**config.mk**
```make
export PLATFORM = sky130hd
export DESIGN_NAME = mpe_result_pack
export DESIGN_NICKNAME = d
export VERILOG_FILES = /design/src/rtl/mpe_result_pack.sv
export SDC_FILE = /design/constraint.sdc
export NUM_CORES = 2
export LEC_CHECK = 0
export ABC_AREA = 1
export CAP_MARGIN = 20
export CORE_MARGIN = 10
export CORE_UTILIZATION = 60
export DETAILED_ROUTE_END_ITERATION = 8
export MAX_ROUTING_LAYER = met4
export PLACE_DENSITY_LB_ADDON = 0.12
export SYNTH_ARGS = -nofsm -noshare
export SYNTH_HDL_FRONTEND = slang
export SYNTH_SLANG_ARGS = --single-unit
```
**constraint.sdc**
```tcl
create_clock -name clk -period 47.7 [get_ports clk]
set_input_delay 9.54 -clock clk [delete_from_list [all_inputs] [get_ports clk]]
set_output_delay 9.54 -clock clk [all_outputs]
set_load 0.05 [all_outputs]
```
**src/rtl/mpe_result_pack.sv**
```systemverilog
// mpe_result_pack
// Packs the non-back-pressurable 32-bit result stream from matrix_pe into
// LANES-wide lines, buffers them in a small line FIFO and writes them to the
// output RAM over a valid/ready port at consecutive addresses from a base.
//
// state | meaning
// IDLE  | waiting for cfg_start
// RUN   | accepting results and packing lines
// DRAIN | all results taken, waiting for the line FIFO to empty
// DONE  | job complete, done pulses on the following cycle
//
// Ports:
//   clk, rst                   clock, async active-high reset
//   cfg_start/base_addr/count  job start pulse, first line address, result count
//   mpe_result, mpe_vld_o      result word and strobe from matrix_pe
//   wb_sram_data/addr/valid    head line of the FIFO toward the RAM
//   wb_sram_ready              RAM accepts the head line
//   busy, done, err            job status; err is sticky until the next start
module mpe_result_pack #(
  parameter int LANES = 16,
  parameter int DEPTH = 2,
  parameter int AW    = 16
) (
  input  logic                clk,
  input  logic                rst,
  input  logic                cfg_start,
  input  logic [AW-1:0]       cfg_base_addr,
  input  logic [15:0]         cfg_count,
  input  logic [31:0]         mpe_result,
  input  logic                mpe_vld_o,
  output logic [LANES*32-1:0] wb_sram_data,
  output logic [AW-1:0]       wb_sram_addr,
  output logic                wb_sram_valid,
  input  logic                wb_sram_ready,
  output logic                busy,
  output logic                done,
  output logic                err
);

  localparam int LW  = LANES * 32;
  localparam int LIW = (LANES > 1) ? $clog2(LANES) : 1;
  localparam int PW  = (DEPTH > 1) ? $clog2(DEPTH) : 1;
  localparam int CW  = $clog2(DEPTH + 1);

  typedef enum logic [1:0] {
    S_IDLE  = 2'd0,
    S_RUN   = 2'd1,
    S_DRAIN = 2'd2,
    S_DONE  = 2'd3
  } state_t;

  state_t         state_q, state_d;
  logic [AW-1:0]  base_q;
  logic [15:0]    cnt_q;
  logic [15:0]    k_q;
  logic [LIW-1:0] lane_q;
  logic [AW-1:0]  line_q;
  logic [LW-1:0]  pack_q;
  logic           err_q;
  logic           done_q;

  logic [LW-1:0]  mem_data_q [DEPTH];
  logic [AW-1:0]  mem_addr_q [DEPTH];
  logic [PW-1:0]  rd_ptr_q, wr_ptr_q;
  logic [CW-1:0]  fcnt_q;

  logic           start_ok, take, stray, last_res, line_end;
  logic           fifo_empty, fifo_full, pop, push, drop;
  logic [LW-1:0]  line_w;
  logic [AW-1:0]  push_addr;

  assign start_ok   = cfg_start && (state_q == S_IDLE);
  assign take       = mpe_vld_o && (state_q == S_RUN);
  assign stray      = mpe_vld_o && (state_q != S_RUN);
  assign last_res   = take && (k_q == cnt_q - 16'd1);
  assign line_end   = take && ((lane_q == LIW'(LANES - 1)) || last_res);
  assign fifo_empty = (fcnt_q == '0);
  assign fifo_full  = (fcnt_q == CW'(DEPTH));
  assign pop        = !fifo_empty && wb_sram_ready;
  // A full FIFO still accepts the line when the head leaves in the same cycle.
  assign push       = line_end && (!fifo_full || pop);
  assign drop       = line_end && !push;
  assign push_addr  = base_q + line_q;

  // Pack register with the incoming word merged in, so a completing line
  // carries its final word without an extra cycle.
  always_comb begin
    line_w = pack_q;
    line_w[{lane_q, 5'b0} +: 32] = mpe_result;
  end

  function automatic logic [PW-1:0] ptr_inc(input logic [PW-1:0] p);
    return (p == PW'(DEPTH - 1)) ? '0 : p + PW'(1);
  endfunction

  // ---------------- FSM ----------------
  always_ff @(posedge clk or posedge rst) begin
    if (rst) state_q <= S_IDLE;
    else     state_q <= state_d;
  end

  always_comb begin
    state_d = state_q;
    case (state_q)
      S_IDLE:  if (cfg_start) state_d = (cfg_count == 16'd0) ? S_DONE : S_RUN;
      S_RUN:   if (last_res) state_d = S_DRAIN;
      // Leave as soon as the final line is handshaked so done follows the
      // last write by one cycle.
      S_DRAIN: if (fifo_empty || ((fcnt_q == CW'(1)) && pop)) state_d = S_DONE;
      S_DONE:  state_d = S_IDLE;
      default: state_d = S_IDLE;
    endcase
  end

  always_comb begin
    busy = (state_q == S_RUN) || (state_q == S_DRAIN);
    done = done_q;
    err  = err_q;
  end

  // ---------------- packing datapath ----------------
  always_ff @(posedge clk or posedge rst) begin
    if (rst) begin
      base_q <= '0;
      cnt_q  <= '0;
      k_q    <= '0;
      lane_q <= '0;
      line_q <= '0;
      pack_q <= '0;
      err_q  <= 1'b0;
      done_q <= 1'b0;
    end else begin
      done_q <= (state_q == S_DONE);
      if (start_ok) begin
        base_q <= cfg_base_addr;
        cnt_q  <= cfg_count;
        k_q    <= '0;
        lane_q <= '0;
        line_q <= '0;
        pack_q <= '0;
      end else if (take) begin
        k_q <= k_q + 16'd1;
        if (line_end) begin
          pack_q <= '0;
          lane_q <= '0;
          // Advances on drop too, so later lines keep their nominal address.
          line_q <= line_q + AW'(1);
        end else begin
          pack_q <= line_w;
          lane_q <= lane_q + LIW'(1);
        end
      end
      if (stray || drop)  err_q <= 1'b1;
      else if (start_ok)  err_q <= 1'b0;
    end
  end

  // ---------------- line FIFO ----------------
  always_ff @(posedge clk or posedge rst) begin
    if (rst) begin
      rd_ptr_q <= '0;
      wr_ptr_q <= '0;
      fcnt_q   <= '0;
    end else begin
      if (push) wr_ptr_q <= ptr_inc(wr_ptr_q);
      if (pop)  rd_ptr_q <= ptr_inc(rd_ptr_q);
      case ({push, pop})
        2'b10:   fcnt_q <= fcnt_q + CW'(1);
        2'b01:   fcnt_q <= fcnt_q - CW'(1);
        default: fcnt_q <= fcnt_q;
      endcase
    end
  end

  always_ff @(posedge clk) begin
    if (push) begin
      mem_data_q[wr_ptr_q] <= line_w;
      mem_addr_q[wr_ptr_q] <= push_addr;
    end
  end

  // Head is gated by valid so the port reads zero whenever nothing is queued.
  assign wb_sram_valid = !fifo_empty;
  assign wb_sram_data  = fifo_empty ? '0 : mem_data_q[rd_ptr_q];
  assign wb_sram_addr  = fifo_empty ? '0 : mem_addr_q[rd_ptr_q];

endmodule

```
* Yosys cells after proc, flatten, opt, wreduce, memory -nomap -nowiden
Memories as Yosys holds them, arrays and structs flattened.
Index checks and enable logic that the tools add are counted.
** Cells by class
- Add/sub/neg operators :: 10
- Equality and inequality tests :: 13
- Shift-type cells :: 2
- Mux-type cells :: 26
- Reductions and logical operators :: 26
** Operator list (number)
- 512-bit 2-to-1 mux :: 4
- 512-bit bitwise mux :: 1
- 32-bit by 11-bit variable shift with 512-bit output (first input constant) :: 1
- 32-bit by 11-bit indexed part select with 512-bit output :: 1
- 16-bit 2-to-1 mux :: 6
- 16-bit by 1-bit adder with 16-bit output (second input constant) :: 2
- 16-bit adder :: 1
- 16-bit equality test :: 1
- 16-bit zero test :: 1
- 16-bit by 1-bit subtractor with 16-bit output (second input constant) :: 1
- 4-bit 2-to-1 mux :: 3
- 9-bit negation with 11-bit output :: 1
- 1-bit logical AND :: 9
- 2-bit equality test (second input constant) :: 4
- 2-bit 2-to-1 mux :: 4
- 2-bit one-hot mux with 4 select lines :: 1
- 2-bit nonzero test :: 4
- 2-bit by 1-bit equality test with 1-bit output (second input constant) :: 3
- 1-bit 2-to-1 mux :: 6
- 2-bit inequality test (second input constant) :: 3
- 1-bit logical OR :: 5
- 4-bit by 1-bit adder with 4-bit output (second input constant) :: 1
- 4-bit equality test (second input constant) :: 1
- 2-bit zero test :: 2
- 8 further kinds :: 11
** Storage, ports and cells
- Register bits after elaboration :: 588
- Memory bits (writable) :: 1056
- Input bits :: 69
- Output and inout port bits :: 532
- Logic and storage cells :: 91
- Memories kept :: 2
** Memory list
- mem_data_q :: depth 2, width 512, rd ports 1, clocked after memory_dff 0, wr ports 1, line 62 : logic [LW-1:0] mem_data_q [DEPTH];
- mem_addr_q :: depth 2, width 16, rd ports 1, clocked after memory_dff 0, wr ports 1, line 63 : logic [AW-1:0] mem_addr_q [DEPTH];

* Logic depth before layout (Yosys ltp)
- Word-level depth :: 10
- Mapped depth :: 19
- Mapped depth without buffers :: 17

* Least setup slack after synthesis
Ideal clock, no wire load.
- Path type :: input -> register
- Start :: in mpe_vld_o
- End :: mem mem_addr_q[1][0], enable pin
- Library setup time :: 1.434 ns
- Data arrival time :: 32.466 ns
- Data required time :: 46.266 ns
- Path slack :: 13.800 ns
- Stages on the path :: 12
- Path buffers :: 0
- Path through :: nand2_1 -> a21oi_1 -> o21ai_0 -> nor2_1 -> nand2_1 -> nor2_1 -> nand3_1 -> nor2_1 -> nor2_1 -> nor2_2 -> o21ai_0 -> nor2_1
** Between the ends
- Longest elaborated chain between the ends :: 7
** Ends and longest elaborated chain
- start, declared :: line 30 : input logic mpe_vld_o,
- 1-bit logical AND (*) :: line 73 : assign take = mpe_vld_o && (state_q == S_RUN);
- 1-bit logical AND :: line 75 : assign last_res = take && (k_q == cnt_q - 16'd1);
- 1-bit logical OR :: line 76 : assign line_end = take && ((lane_q == LIW'(LANES - 1)) || last_res);
- 1-bit logical AND (*) :: line 76
- 1-bit logical AND (*) :: line 81 : assign push = line_end && (!fifo_full || pop);
- 1-bit 2-to-1 mux (*) :: line 176 : if (push) begin
- 1-bit 2-to-1 mux (implied by the code) (*) :: line 178 : mem_addr_q[wr_ptr_q] <= push_addr;
- end, declared :: line 63
Mark *: on every way between the ends. The rest lies on a longest branch, timed or not.

* Worst setup path in the final report
- Start :: reg rd_ptr_q
- End :: out wb_sram_data[63]
** Between the ends
- Longest elaborated chain between the ends :: 2
** Ends and longest elaborated chain
- start, declared :: line 64 : logic [PW-1:0] rd_ptr_q, wr_ptr_q;
- start signal, assigned :: line 166 : if (pop) rd_ptr_q <= ptr_inc(rd_ptr_q);
- memory read 2 x 512 bit
- 512-bit 2-to-1 mux :: line 184 : assign wb_sram_data = fifo_empty ? '0 : mem_data_q[rd_ptr_q];
- end, declared :: line 31 : output logic [LANES*32-1:0] wb_sram_data,
No other way between the ends.

==> flow_metrics.env <==
export IMPL_cts_tree="yes"
export IMPL_route_detailed_drc=0
export IMPL_power_density_nw_per_um2=75.4
export IMPL_dp_hpwl_mm=139
export IMPL_synth_top_flop_cell="edfxtp_1"
export IMPL_grt_pass1_wl_mm=323
export IMPL_cp_arrival_ns=5.80
export IMPL_root_buffer="clkbuf_16"
export IMPL_async_reset_ff_frac=0.358
export IMPL_ys_types=46
export IMPL_placed_area_um2=76900
export IMPL_clock_path_buffers=3
export IMPL_cts_resized=0
export IMPL_start_util=0.605
export IMPL_setup_slack_ns=32.36
export IMPL_relSlewSlack=0.225
export IMPL_setup_viol_count_final=0
export IMPL_grt_usage=0.335
export IMPL_yosys_area_top_type="edfxtp_1"
export IMPL_numCtsBuffers=163
export IMPL_stdcell_area_um2=82400
export IMPL_synth_top_area_frac=0.451
export IMPL_drt_iter0_drc=8313
export IMPL_grt_pass1_vias=50600
export IMPL_totalPowerFinal_w=0.00621
export IMPL_ff2ff_setup_slack_ns=41.82
export IMPL_fmax_mhz=65.2
export IMPL_maxSlewViolCount=0
export IMPL_overflow=0
export IMPL_hold_viol=0
export IMPL_clk_pin_slew_ns=0.06
export IMPL_p_leak_nw=31.4
export IMPL_clock_latency_ns=0.78
export IMPL_drv_cap=0
export IMPL_rows=125
export IMPL_grt_max_degree=225
export IMPL_cts_hold_buf=0
export IMPL_worstSetupPathType="reg -> out"
export IMPL_die_h_um=362
export IMPL_ant_nets=0
export IMPL_start_kind="register"
export IMPL_tns_ns=0
export IMPL_min_period_ns=15.34
export IMPL_synth_area_leaders="edfxtp_1, dfrtp_1, nand2_1"
export IMPL_syn_avg_cell_area_um2=9.89
export IMPL_nFillCells=8382
export IMPL_run_status="complete, no violations"
export IMPL_area_growth_pct=17.2
export IMPL_wl_mm=220
export IMPL_antenna_found_initial=18
export IMPL_seq_area_frac_synth=0.660
export IMPL_die_x_um=362
export IMPL_vdd_drop_max_mv=0.0717
export IMPL_hold_slack_ns=0.474
export IMPL_place_ws_ns=32.62
export IMPL_cts_max_level=4
export IMPL_pin_count=601
export IMPL_synth_top_cells_by_count="nand2_1, nor2_1, o21ai_0"
export IMPL_clkSinkCount=1644
export IMPL_synth_area_um2=70400
export IMPL_rsz0062_at_grt="false"
export IMPL_fin_worst_skew_ns=0.0268
export IMPL_worstMarginPinSlew_ns=1.16
export IMPL_port_buffers=600
export IMPL_synth_most_common_cell="nand2_1"
export IMPL_endpoint_kind="output pin"
export IMPL_coreArea_um2=116000
export IMPL_place_gp_congestion=0.888
export IMPL_die_area_um2=131000
export IMPL_cp_max_fo=94
export IMPL_post_cts_setup_buffers=0
export IMPL_dr_pass1_iters=7
export IMPL_syn_inst=7116
export IMPL_layout_nets=7582
export IMPL_hold_path_class="reg -> reg"
export IMPL_synth_seq_cells=1644
export IMPL_critPathRequiredTime_ns=38.16
export IMPL_layout_drive_gt1_share=0.0496
export IMPL_synth_nets=7216
export IMPL_synth_edf_count=1056
export IMPL_fin_crit_sh=0.322
export IMPL_vias=54400
export IMPL_wl_per_cell_um=24.0
export IMPL_detail_route_vias_per_cell=5.93
export IMPL_ys_warn_count=0
[power breakdown]
group / switching, W / total (W) / leakage, nW / internal [W]
clock network: 0.000543 / 0.00127 / 2.59 / 0.000727
logic: 0.00232 / 0.00312 / 11.0 / 0.000797
registers: 0.0000789 / 0.00182 / 17.8 / 0.00175
[per-stage QoR]
step                      std cells  utilization
final                          9164        0.708
after CTS                      9141        0.707
after global routing           9159        0.708
after global placement         8834        0.661
after floorplan                7116            -
after detailed placement       8835        0.661
[path summary, 6_finish.rpt]
kind | startpoint | to | cells after the start
max | rd_ptr_q$_DFFE_PP0P_ | wb_sram_data[63] | 6
min in group asynchronous | rst | pack_q[176]$_DFFE_PP0P_ | 2
max in group asynchronous | rst | pack_q[346]$_DFFE_PP0P_ | 5
min reg2reg | wr_ptr_q$_DFFE_PP0P_ | wr_ptr_q$_DFFE_PP0P_ | 2
min | wr_ptr_q$_DFFE_PP0P_ | wr_ptr_q$_DFFE_PP0P_ | 2
max reg2reg | state_q[1]$_DFFE_PP0P_ | pack_q[398]$_DFFE_PP0P_ | 10
[placed cells by master (no fill, tap or decap), drive strengths merged, types with 4 or more instances in the layout]
master / instances
nor3: 27
bufinv: 7
ha: 30
edfxtp: 1056
nand4: 15
diode: 17
nand3b: 4
buf: 73
clkinv: 46
clkinvlp: 4
o21ai: 1245
clkbuf: 244
nand2: 1557
xnor2: 10
o22ai: 160
a21oi: 153
nor4: 4
dfrtp: 588
inv: 307
xor2: 27
a31oi: 5
nand3: 124
clkdlybuf4s50: 600
nor2: 1325
[kinds of logic after synthesis]
| family | after synthesis | share of synthesized area |
|---|---|---|
| AND/OR/NAND/NOR | 3056 | 0.169 |
| flip-flops | 1644 | 0.660 |
| AO/OA/AOI/OAI | 1573 | 0.116 |
| buffers and inverters | 774 | 0.0445 |
| XOR/XNOR | 37 | 0.00471 |
| adder cells (fa/ha/maj) | 31 | 0.00562 |
| multiplexers | 1 | 0.000142 |
[sequential cells by signal (all words and copies together) (netlist names)]
name,cells
mem_data_q,1024
pack_q,512
mem_addr_q,32
base_q,16
cnt_q,16
k_q,16
line_q,16
lane_q,4
fcnt_q,2
state_q,2
done,1
err,1
rd_ptr_q,1
wr_ptr_q,1
[final cells by class]
class,count,area (µm²),area share
antenna,17,42.5,0.000516
clock buffer,244,4730,0.0574
clock inverter,62,569,0.00691
inverter,302,1170,0.0142
multi-input combinational,4698,20900,0.253
sequential,1644,46400,0.563
tap,1524,1910,0.0231
timing repair buffer,673,6720,0.0815
[routing by layer]
metal | global-route usage | vias up | wire (µm)
li1 | - | 24700 | -
met1 | 0.439 | 26200 | 84000
met2 | 0.496 | 3017 | 101000
met3 | 0.0764 | 456 | 23300
met4 | 0.163 | 0 | 11600
met5 | - | - | 0
[critical path: stages (launching register included)]
cell and delay [ns]:
dfrtp_4 1.03, buf_4 0.88, buf_4 0.84, buf_4 0.73
o21ai_0 0.21, nor2_1 0.19, clkdlybuf4s50_1 0.85
(Power assumes the default switching activity.)
